## config.mk

```make
export PLATFORM = sky130hd
export DESIGN_NAME = fp_norm_round
export DESIGN_NICKNAME = d
export VERILOG_FILES = /design/src/rtl/fp_pkg.sv /design/src/rtl/fp_lzc.sv /design/src/rtl/fp_norm_round.sv
export SDC_FILE = /design/constraint.sdc
export NUM_CORES = 1
export LEC_CHECK = 0
export CAP_MARGIN = 20
export CORE_MARGIN = 2
export CORE_UTILIZATION = 57
export CTS_CLUSTER_SIZE = 40
export DETAILED_ROUTE_END_ITERATION = 7
export PLACE_DENSITY = 0.84
export SLEW_MARGIN = 30
export SYNTH_ARGS = -nofsm -noshare
export SYNTH_HDL_FRONTEND = slang
export SYNTH_SLANG_ARGS = --single-unit
```

## constraint.sdc

```tcl
create_clock -name clk -period 6.6 [get_ports clk]
set_input_delay 1.32 -clock clk [delete_from_list [all_inputs] [get_ports clk]]
set_output_delay 1.32 -clock clk [all_outputs]
set_load 0.005 [all_outputs]
```

## src/rtl/fp_pkg.sv

```systemverilog
// Shared definitions for the FP normalize/round datapath: flag indices,
// raw-mantissa field positions, canonical NaN and the S1-to-S2 pipeline word.
package fp_pkg;

  localparam int FLAG_OVF  = 3;
  localparam int FLAG_UNF  = 2;
  localparam int FLAG_INX  = 1;
  localparam int FLAG_ZERO = 0;

  localparam logic [31:0] CANON_NAN = 32'h7FC0_0000;

  localparam int MANT_W       = 28;
  localparam int MANT_CARRY   = 27;
  localparam int MANT_HIDDEN  = 26;
  localparam int MANT_FRAC_HI = 25;
  localparam int MANT_FRAC_LO = 3;
  localparam int MANT_GUARD   = 2;
  localparam int MANT_ROUND   = 1;
  localparam int MANT_STICKY  = 0;

  // Wide enough for in_exp +1 or minus a full 26-bit normalization shift
  localparam int EXP_W = 12;

  typedef struct packed {
    logic                    sign;
    logic                    nan;
    logic                    inf;
    logic                    zero;
    logic signed [EXP_W-1:0] exp;
    logic [MANT_HIDDEN:0]    mant;
  } s1_s2_t;

endpackage

```

## src/rtl/fp_lzc.sv

```systemverilog
// Combinational 28-bit leading-zero counter; returns 28 for an all-zero input.
module fp_lzc
  import fp_pkg::*;
(
  input  logic [MANT_W-1:0] in_vec,
  output logic [4:0]        lz_cnt
);

  always_comb begin
    lz_cnt = 5'd28;
    for (int i = 0; i < MANT_W; i++) begin
      if (in_vec[i]) lz_cnt = 5'(MANT_W - 1 - i);
    end
  end

endmodule

```

## src/rtl/fp_norm_round.sv

```systemverilog
// Two-stage normalize (S1) and round-to-nearest-even/pack (S2) back end for
// an FP add/sub core. Subnormal outputs are produced only with FP_DENORM_EN.
module fp_norm_round
  import fp_pkg::*;
#(
  parameter int BIAS = 127
) (
  input  logic              clk,
  input  logic              rst,
  input  logic              in_valid,
  output logic              in_ready,
  input  logic              in_sign,
  input  logic signed [9:0] in_exp,
  input  logic [27:0]       in_mant,
  input  logic              in_nan,
  input  logic              in_inf,
  output logic              out_valid,
  input  logic              out_ready,
  output logic [31:0]       out_result,
  output logic [3:0]        out_flags
);

  localparam logic signed [EXP_W-1:0] EXP_MAX = EXP_W'(2 * BIAS + 1);

  logic              s1_valid_q, s1_valid_d;
  logic              s2_valid_q, s2_valid_d;
  logic              adv1, adv2;
  s1_s2_t            data_p1_q, data_p1_d;
  logic [31:0]       res_p2_q, res_p2_d;
  logic [3:0]        flags_p2_q, flags_p2_d;
  logic [4:0]        lz_cnt;
  logic [4:0]        shl_amt;
  logic [MANT_W-1:0] mant_shl;

  logic signed [EXP_W-1:0] e_n, e_r;
  logic [MANT_HIDDEN:0]    m_r;
  logic [24:0]             sum;
  logic [22:0]             frac;
  logic                    inx;

  // Returns {carry, hidden, fraction[22:0]} after round-to-nearest-even
  function automatic logic [24:0] round_rne(input logic [MANT_HIDDEN:0] m);
    logic inc;
    inc = m[MANT_GUARD] & (m[MANT_ROUND] | m[MANT_STICKY] | m[MANT_FRAC_LO]);
    return {1'b0, m[MANT_HIDDEN:MANT_FRAC_LO]} + {24'b0, inc};
  endfunction

`ifdef FP_DENORM_EN
  // Right shift by (1 - e), saturated at 27, collecting lost bits into sticky
  function automatic logic [MANT_HIDDEN:0] denorm_shift(
    input logic [MANT_HIDDEN:0]    m,
    input logic signed [EXP_W-1:0] e
  );
    logic [53:0] wide;
    logic [4:0]  sh;
    if (e <= -12'sd26) sh = 5'd27;
    else               sh = 5'(12'sd1 - e);
    wide = {m, 27'b0} >> sh;
    return {wide[53:28], wide[27] | (|wide[26:0])};
  endfunction
`endif

  assign adv2     = !s2_valid_q | out_ready;
  assign adv1     = !s1_valid_q | adv2;
  assign in_ready = adv1 & !rst;

  always_comb begin
    s1_valid_d = s1_valid_q;
    s2_valid_d = s2_valid_q;
    if (adv2) s2_valid_d = s1_valid_q;
    if (adv1) s1_valid_d = in_valid;
  end

  always_ff @(posedge clk) begin
    if (rst) begin
      s1_valid_q <= 1'b0;
      s2_valid_q <= 1'b0;
    end else begin
      s1_valid_q <= s1_valid_d;
      s2_valid_q <= s2_valid_d;
    end
  end

  // ---- S1: normalize so the leading one sits at the hidden-bit position ----
  fp_lzc u_lzc (
    .in_vec (in_mant),
    .lz_cnt (lz_cnt)
  );

  always_comb begin
    shl_amt          = lz_cnt - 5'd1;
    mant_shl         = in_mant << shl_amt;
    data_p1_d.sign   = in_sign;
    data_p1_d.nan    = in_nan;
    data_p1_d.inf    = in_inf;
    data_p1_d.zero   = (in_mant == '0);
    data_p1_d.exp    = EXP_W'(in_exp);
    data_p1_d.mant   = mant_shl[MANT_HIDDEN:0];
    if (in_mant[MANT_CARRY]) begin
      data_p1_d.mant = {in_mant[MANT_CARRY:2], in_mant[1] | in_mant[0]};
      data_p1_d.exp  = EXP_W'(in_exp) + 12'sd1;
    end else if (in_mant != '0) begin
      data_p1_d.exp  = EXP_W'(in_exp) - $signed({7'b0, shl_amt});
    end
  end

  always_ff @(posedge clk) begin
    if (adv1) data_p1_q <= data_p1_d;
  end

  // ---- S2: round, range-check and pack ----
  always_comb begin
    res_p2_d   = '0;
    flags_p2_d = '0;
    e_n        = $signed(data_p1_q.exp);
    e_r        = e_n;
    m_r        = data_p1_q.mant;
    sum        = round_rne(m_r);
    inx        = |m_r[MANT_GUARD:MANT_STICKY];
    frac       = sum[22:0];
    if (data_p1_q.nan) begin
      res_p2_d = CANON_NAN;
    end else if (data_p1_q.inf) begin
      res_p2_d = {data_p1_q.sign, 8'hFF, 23'b0};
    end else if (data_p1_q.zero) begin
      flags_p2_d[FLAG_ZERO] = 1'b1;
    end else if (e_n >= 12'sd1) begin
      if (sum[24]) begin
        e_r  = e_n + 12'sd1;
        frac = sum[23:1];
      end
      if (e_r >= EXP_MAX) begin
        res_p2_d             = {data_p1_q.sign, 8'hFF, 23'b0};
        flags_p2_d[FLAG_OVF] = 1'b1;
        flags_p2_d[FLAG_INX] = 1'b1;
      end else begin
        res_p2_d             = {data_p1_q.sign, e_r[7:0], frac};
        flags_p2_d[FLAG_INX] = inx;
      end
    end else begin
`ifdef FP_DENORM_EN
      m_r                   = denorm_shift(data_p1_q.mant, e_n);
      sum                   = round_rne(m_r);
      inx                   = |m_r[MANT_GUARD:MANT_STICKY];
      res_p2_d              = {data_p1_q.sign, 7'b0, sum[23], sum[22:0]};
      flags_p2_d[FLAG_INX]  = inx;
      flags_p2_d[FLAG_UNF]  = inx;
      flags_p2_d[FLAG_ZERO] = (sum[23:0] == '0);
`else
      res_p2_d              = {data_p1_q.sign, 31'b0};
      flags_p2_d[FLAG_ZERO] = 1'b1;
      flags_p2_d[FLAG_UNF]  = |data_p1_q.mant;
      flags_p2_d[FLAG_INX]  = |data_p1_q.mant;
`endif
    end
  end

  always_ff @(posedge clk) begin
    if (adv2) begin
      res_p2_q   <= res_p2_d;
      flags_p2_q <= flags_p2_d;
    end
  end

  assign out_valid  = s2_valid_q;
  assign out_result = s2_valid_q ? res_p2_q : '0;
  assign out_flags  = s2_valid_q ? flags_p2_q : '0;

endmodule

```

Yosys cells after proc, flatten, opt, wreduce, memory -nomap -nowiden --
Cells that the tools add are included. Widths: inputs -> output; s select.
Operators by class: div/mod/pow operators 0, shift operators 1, equality and inequality tests 0, reduce and logical (&&, ||, !) cells 12, bitwise operators 8, order comparisons 2, multipliers 0, $add $sub $neg 5, multiplexer cells 48
Operator list (count):
- $mux 32 | 3
- $mux 12 | 7
- $mux 5 | 16
- $mux 31 | 2
- $mux 4 | 9
- $logic_not 28->1 | 1
- $reduce_bool 28->1 | 1
- $shl 28x5->27 | 1
- $reduce_or 27->1 | 1
- $mux 26 | 1
- $add 24x1->25 | 1
- $mux 23 | 1
- $add 12x2->12 const B | 1
- $ge 12x2->1 const B | 1
- $ge 12x9->1 const B | 1
- $mux 3 | 4
- $add 10x2->11 const B | 1
- $sub 10x6->11 | 1
- $reduce_or 4->1 | 2
- $reduce_or 3->1 | 2
- $mux 1 | 5
- $or 1x1->1 | 5
- $reduce_or 5->1 | 1
- $sub 5x1->5 const B | 1
- 4 further kinds | 7
Word-level totals: latch bits 0, register bits after elaboration 81, memories 0, output and inout bits 38, memory bits (read-only) 0, RAM bits 0, bits of input ports 45, logic and storage cells 92

Depth between registers and ports, before layout --
depth after elaboration 32, mapped depth 19, depth with buffers taken out 16

Hierarchy --
Synthesis repeated with hierarchy kept, for this count alone.
Second synthesis, totals: cells, all modules 662, area total of the unflattened synthesis 6346.1 um^2
By module, submodules not included:
- fp_norm_round | cells each 602, instances 1, sequential area each 2382.3 um^2, area an instance 6009.5 um^2
- fp_lzc | cells each 60, instances 1, sequential area each 0.0 um^2, area an instance 336.6 um^2

Least setup slack after synthesis --
No wires, ideal clock.
path kind input -> register, from input in_mant[23], to register data_p1_q, in the netlist e_n[9] (data pin), setup time 0.265 ns, slack 1.516 ns, arrival 4.819 ns, stages 19, path buffers 3, required time 6.335 ns, path through buf_6 or3_1 nor4_1 o221a_2 a21o_4 buf_12 inv_4 ha_1 xnor2_4 inv_2 buf_2 ha_1 o21ai_0 a21oi_1 o21ai_0 nand2_1 or4_1 o21ai_0 xor2_1
RTL lines:
- from (decl) | line fp_norm_round.sv:14 | input logic [27:0] in_mant,
- to (signal assigned) | line fp_norm_round.sv:108 | if (adv1) data_p1_q <= data_p1_d;
- to (decl) | line fp_norm_round.sv:28 | s1_s2_t data_p1_q, data_p1_d;

==> out/qor.csv <==
stage,metric,value,unit
critical_path,CP Data Arrival Time,5570,ps
synth,adder-cell share of the synthesized area,2.42,%
global_route,Global Route Usage Sum,27.1,%
sta,Fin. Hold Viols,0,
synth,"area leader, netlist",edfxtp_1,
finish,"most common cell after layout, fill and taps aside",clkdlybuf4s50_1,
power_and_ir_drop,sw frac,28.5,%
synth,post-synthesis mux area share,11.8,%
floorplan,die area,12300,um^2
global_route,largest net degree at the start of global routing,43,
synth,Post-synth ARST share,0,%
floorplan,FP Rows,39,
critical_path,"slowest stage delay, CP",700,ps
clocking,clock-pin slew on the worst setup and hold paths,50,ps
synth,largest family of logic cells by synthesized area,simple AND/OR/NAND/NOR gates,
synth,synth top area cells,"edfxtp_1 36%, mux4_2 7.6%, and2_1 4.6%",
global_route,grt total ovfl,0,
power_and_ir_drop,cell-internal power,1.17,mW
finish,Filler Cells Inserted,891,
sta,Worst slew margin,48.6,%
critical_path,"Max stage delay cell, worst path",clkdlybuf4s50_1,
synth,Post-Synth Simple-Gate Area,23.7,%
placement,Port Buffers,82,
detailed_routing,Residual DRC,0,
critical_path,CP required,6680,ps
synth,"Seq/Total Area, Yosys",36.5,%
clocking,Clock Sinks,80,
finish,most frequent cells in the layout,"82 x clkdlybuf4s50_1, 78 x edfxtp_1, 56 x nand2_1",
min_path,Worst Hold Class,reg -> reg,
placement,post-detail-place hpwl,12600,um
detailed_routing,drt pass-1 iters,5,
synth,"Cell Area, Synth",6530,um^2
critical_path,Startpoint Class,primary input,
synth,post-synth net total,735,
critical_path,cell chain of the critical path,"clkdlybuf4s50_1, or4_1, a211oi_1, nor3_1, a32oi_1, and2_1, inv_2, ha_1, inv_1, a21oi_1, o21ai_0, nand2_1, or4_1, o21ai_0, xor2_1",
synth,area share of the largest cell type after synthesis,35.9,%
synth,register bit total from synthesis,80,
synth,library cells used by synthesis,75,
clocking,post-cts sizing count,0,
floorplan,initial core utilization,57.9,%
detailed_routing,First DRT Iteration DRCs,554,
floorplan,Die Ht,111,um
floorplan,io pins,83,
sta,TNS Setup,0,ps
synth,syn_area_per_cell,9.63,um^2
finish,area grow syn2layout,17.3,%
synth,Post-synth EDFFs,78,
synth,ys flop type,edfxtp_1,
synth,Synth Instances,678,
critical_path,Crit Path Max Fanout,21,
clocking,H-tree levels,3,
placement,GPL Wtd Cong,0.920,
power_and_ir_drop,P per Cell Area,214,nW/um^2
sta,f_max,0.182,GHz
critical_path,worst path bufs/invs,3,
detailed_routing,drt total wl,16700,um
job,maxcap violations,0,
synth,Synth Area in Compound Gates,14.9,%
clocking,Max clock buf depth,2,
power_and_ir_drop,NetSw,0.468,mW
sta,RSZ-0062 raised after global routing,false,
clocking,hold_buf cts,0,
detailed_routing,routed vias/inst,6.40,
finish,layout cells sized above 1,9.40,%
placement,placed cells,861,
global_route,first-pass GRT wire length,26800,um
synth,Syn. warnings,0,
floorplan,core area,11300,um^2
run_status,status,finished clean,
finish,n_diodes,0,
finish,Post-Layout Cell Count,877,
finish,Post-Layout Inst Area,7660,um^2
clocking,worst skew pair latency,340,ps
placement,DP Area,7320,um^2
power_and_ir_drop,clock power share,32.6,%
detailed_routing,wire per inst,19.0,um
critical_path,Top delay family on crit path,simple AND/OR/NAND/NOR gates,
sta,crit share post-route,83.1,%
power_and_ir_drop,VDD IR max,181,uV
sta,"Slew Viols, Final",0,
critical_path,WS Path Type,in -> reg,
power_and_ir_drop,Comb power frac,26.3,%
clocking,CTS tree,done,
synth,xor and xnor area share after synthesis,5.25,%
sta,Worst Tran Pin Value,766,ps
global_route,vias in the first global route,5231,
critical_path,Critical Path End Type,register,
clocking,clock buffer count from CTS,9,
detailed_routing,Final ANT Viol Nets,0,
sta,Max Clock Skew,6.72,ps
floorplan,Die Wd,111,um
global_route,initial antenna violation count,0,
finish,nets,786,
clocking,# Post-CTS Setup Buffers,0,
detailed_routing,Vias,5614,
power_and_ir_drop,Leak,2.72,nW
clocking,root buffer cell,clkbuf_16,
sta,Final setup viols,0,
sta,min cycle time layout,5480,ps
power_and_ir_drop,Sequential Power Share,41.1,%
-- cell families (layout without fill, tap and decap cells) --
| logic type | after synthesis | after routing |
|---|---|---|
| xor gates and xnor gates | 37 | 37 |
| adders and majority gates | 12 | 12 |
| DFF | 80 | 80 |
| muxes | 48 | 48 |
| buffers and inverters | 74 | 130 |
| and+or+nand+nor | 290 | 290 |
| AOI/OAI and AO/OA | 137 | 137 |
-- through the flow --
step           power (mW)  util (%)  setup WS [ps]  hold WS [ps]
3_5_place_dp         1.11      65.0            854           516
4_1_cts              1.64      67.9           1190           527
5_1_grt              1.72      67.9            655           574
2_1_floorplan       0.973         -           1520           486
6_report             1.64      67.9           1120           521
3_3_place_gp         1.10      65.0            810           497
-- final timing paths --
check                          startpoint  cells after the start  slack [ps]                         to
setup / recovery              in_mant[17]                     15        1120           e_n[9]$_DFFE_PN_
hold / removal    s1_valid_q$_SDFFE_PP0N_                      2         520     out_valid$_SDFFE_PP0P_
setup reg to reg         m_r[3]$_DFFE_PN_                     10        3220  res_p2_q[9]$_SDFFCE_PP0P_
hold reg to reg   s1_valid_q$_SDFFE_PP0N_                      2         520     out_valid$_SDFFE_PP0P_
-- registers in the layout, summed over array words and instances (netlist names) --
name / flops
m_r: 27
flags_p2_q: 4
res_p2_q: 32
e_n: 11
s1_valid_q: 1
out_valid: 1
data_p1_q: 4
-- metal layers --
layer / wire length, um / vias to the layer above / track usage (%)
li1: - / 2676 / -
met3: 1020 / 63 / 3.34
met2: 8280 / 268 / 47.4
met5: 0 / - / 0
met4: 690 / 0 / 11.9
met1: 6700 / 2607 / 33.9
-- tightest hold or removal path: stages (launching register included) --
cell and delay [ps]:
dfxtp_1 330, nor2_1 100, nor2_1 50
-- synthesized netlist by cell type (all sizes together), types with 4 or more instances --
cell / number
ha: 11
nor2b: 10
o31ai: 6
nand3: 18
or3: 6
o221ai: 7
edfxtp: 78
buf: 20
clkbuf: 29
and4: 7
a31oi: 7
mux4: 22
mux2: 6
o21ai: 29
and2: 48
inv: 25
xnor2: 21
nor4: 21
a21o: 4
and3: 12
or2: 11
xor2: 16
mux2i: 20
nor3: 20
nand2: 56
nand4: 16
nor2: 50
a21oi: 33
or4: 4
a211oi: 9
-- power by group through the flow --
stage / sequential, mW / combinational, mW / clock (mW)
floorplan: 0.661 / 0.312 / 0
global placement: 0.682 / 0.419 / 0
detailed placement: 0.684 / 0.422 / 0
CTS: 0.675 / 0.425 / 0.538
global route: 0.684 / 0.468 / 0.563
finish: 0.676 / 0.432 / 0.535
-- area by class of cell --
class	count	area [um^2]	share of cell area [%]
Timing Repair Buffer	89	873	11.4
Inverter	25	96.3	1.26
Clock inverter	2	60.1	0.784
Sequential cell	80	2380	31.1
Clock buffer	14	274	3.58
Multi-Input combinational cell	524	3790	49.5
Tap cell	143	179	2.34
Note: power is estimated with default switching activity, not from simulation.
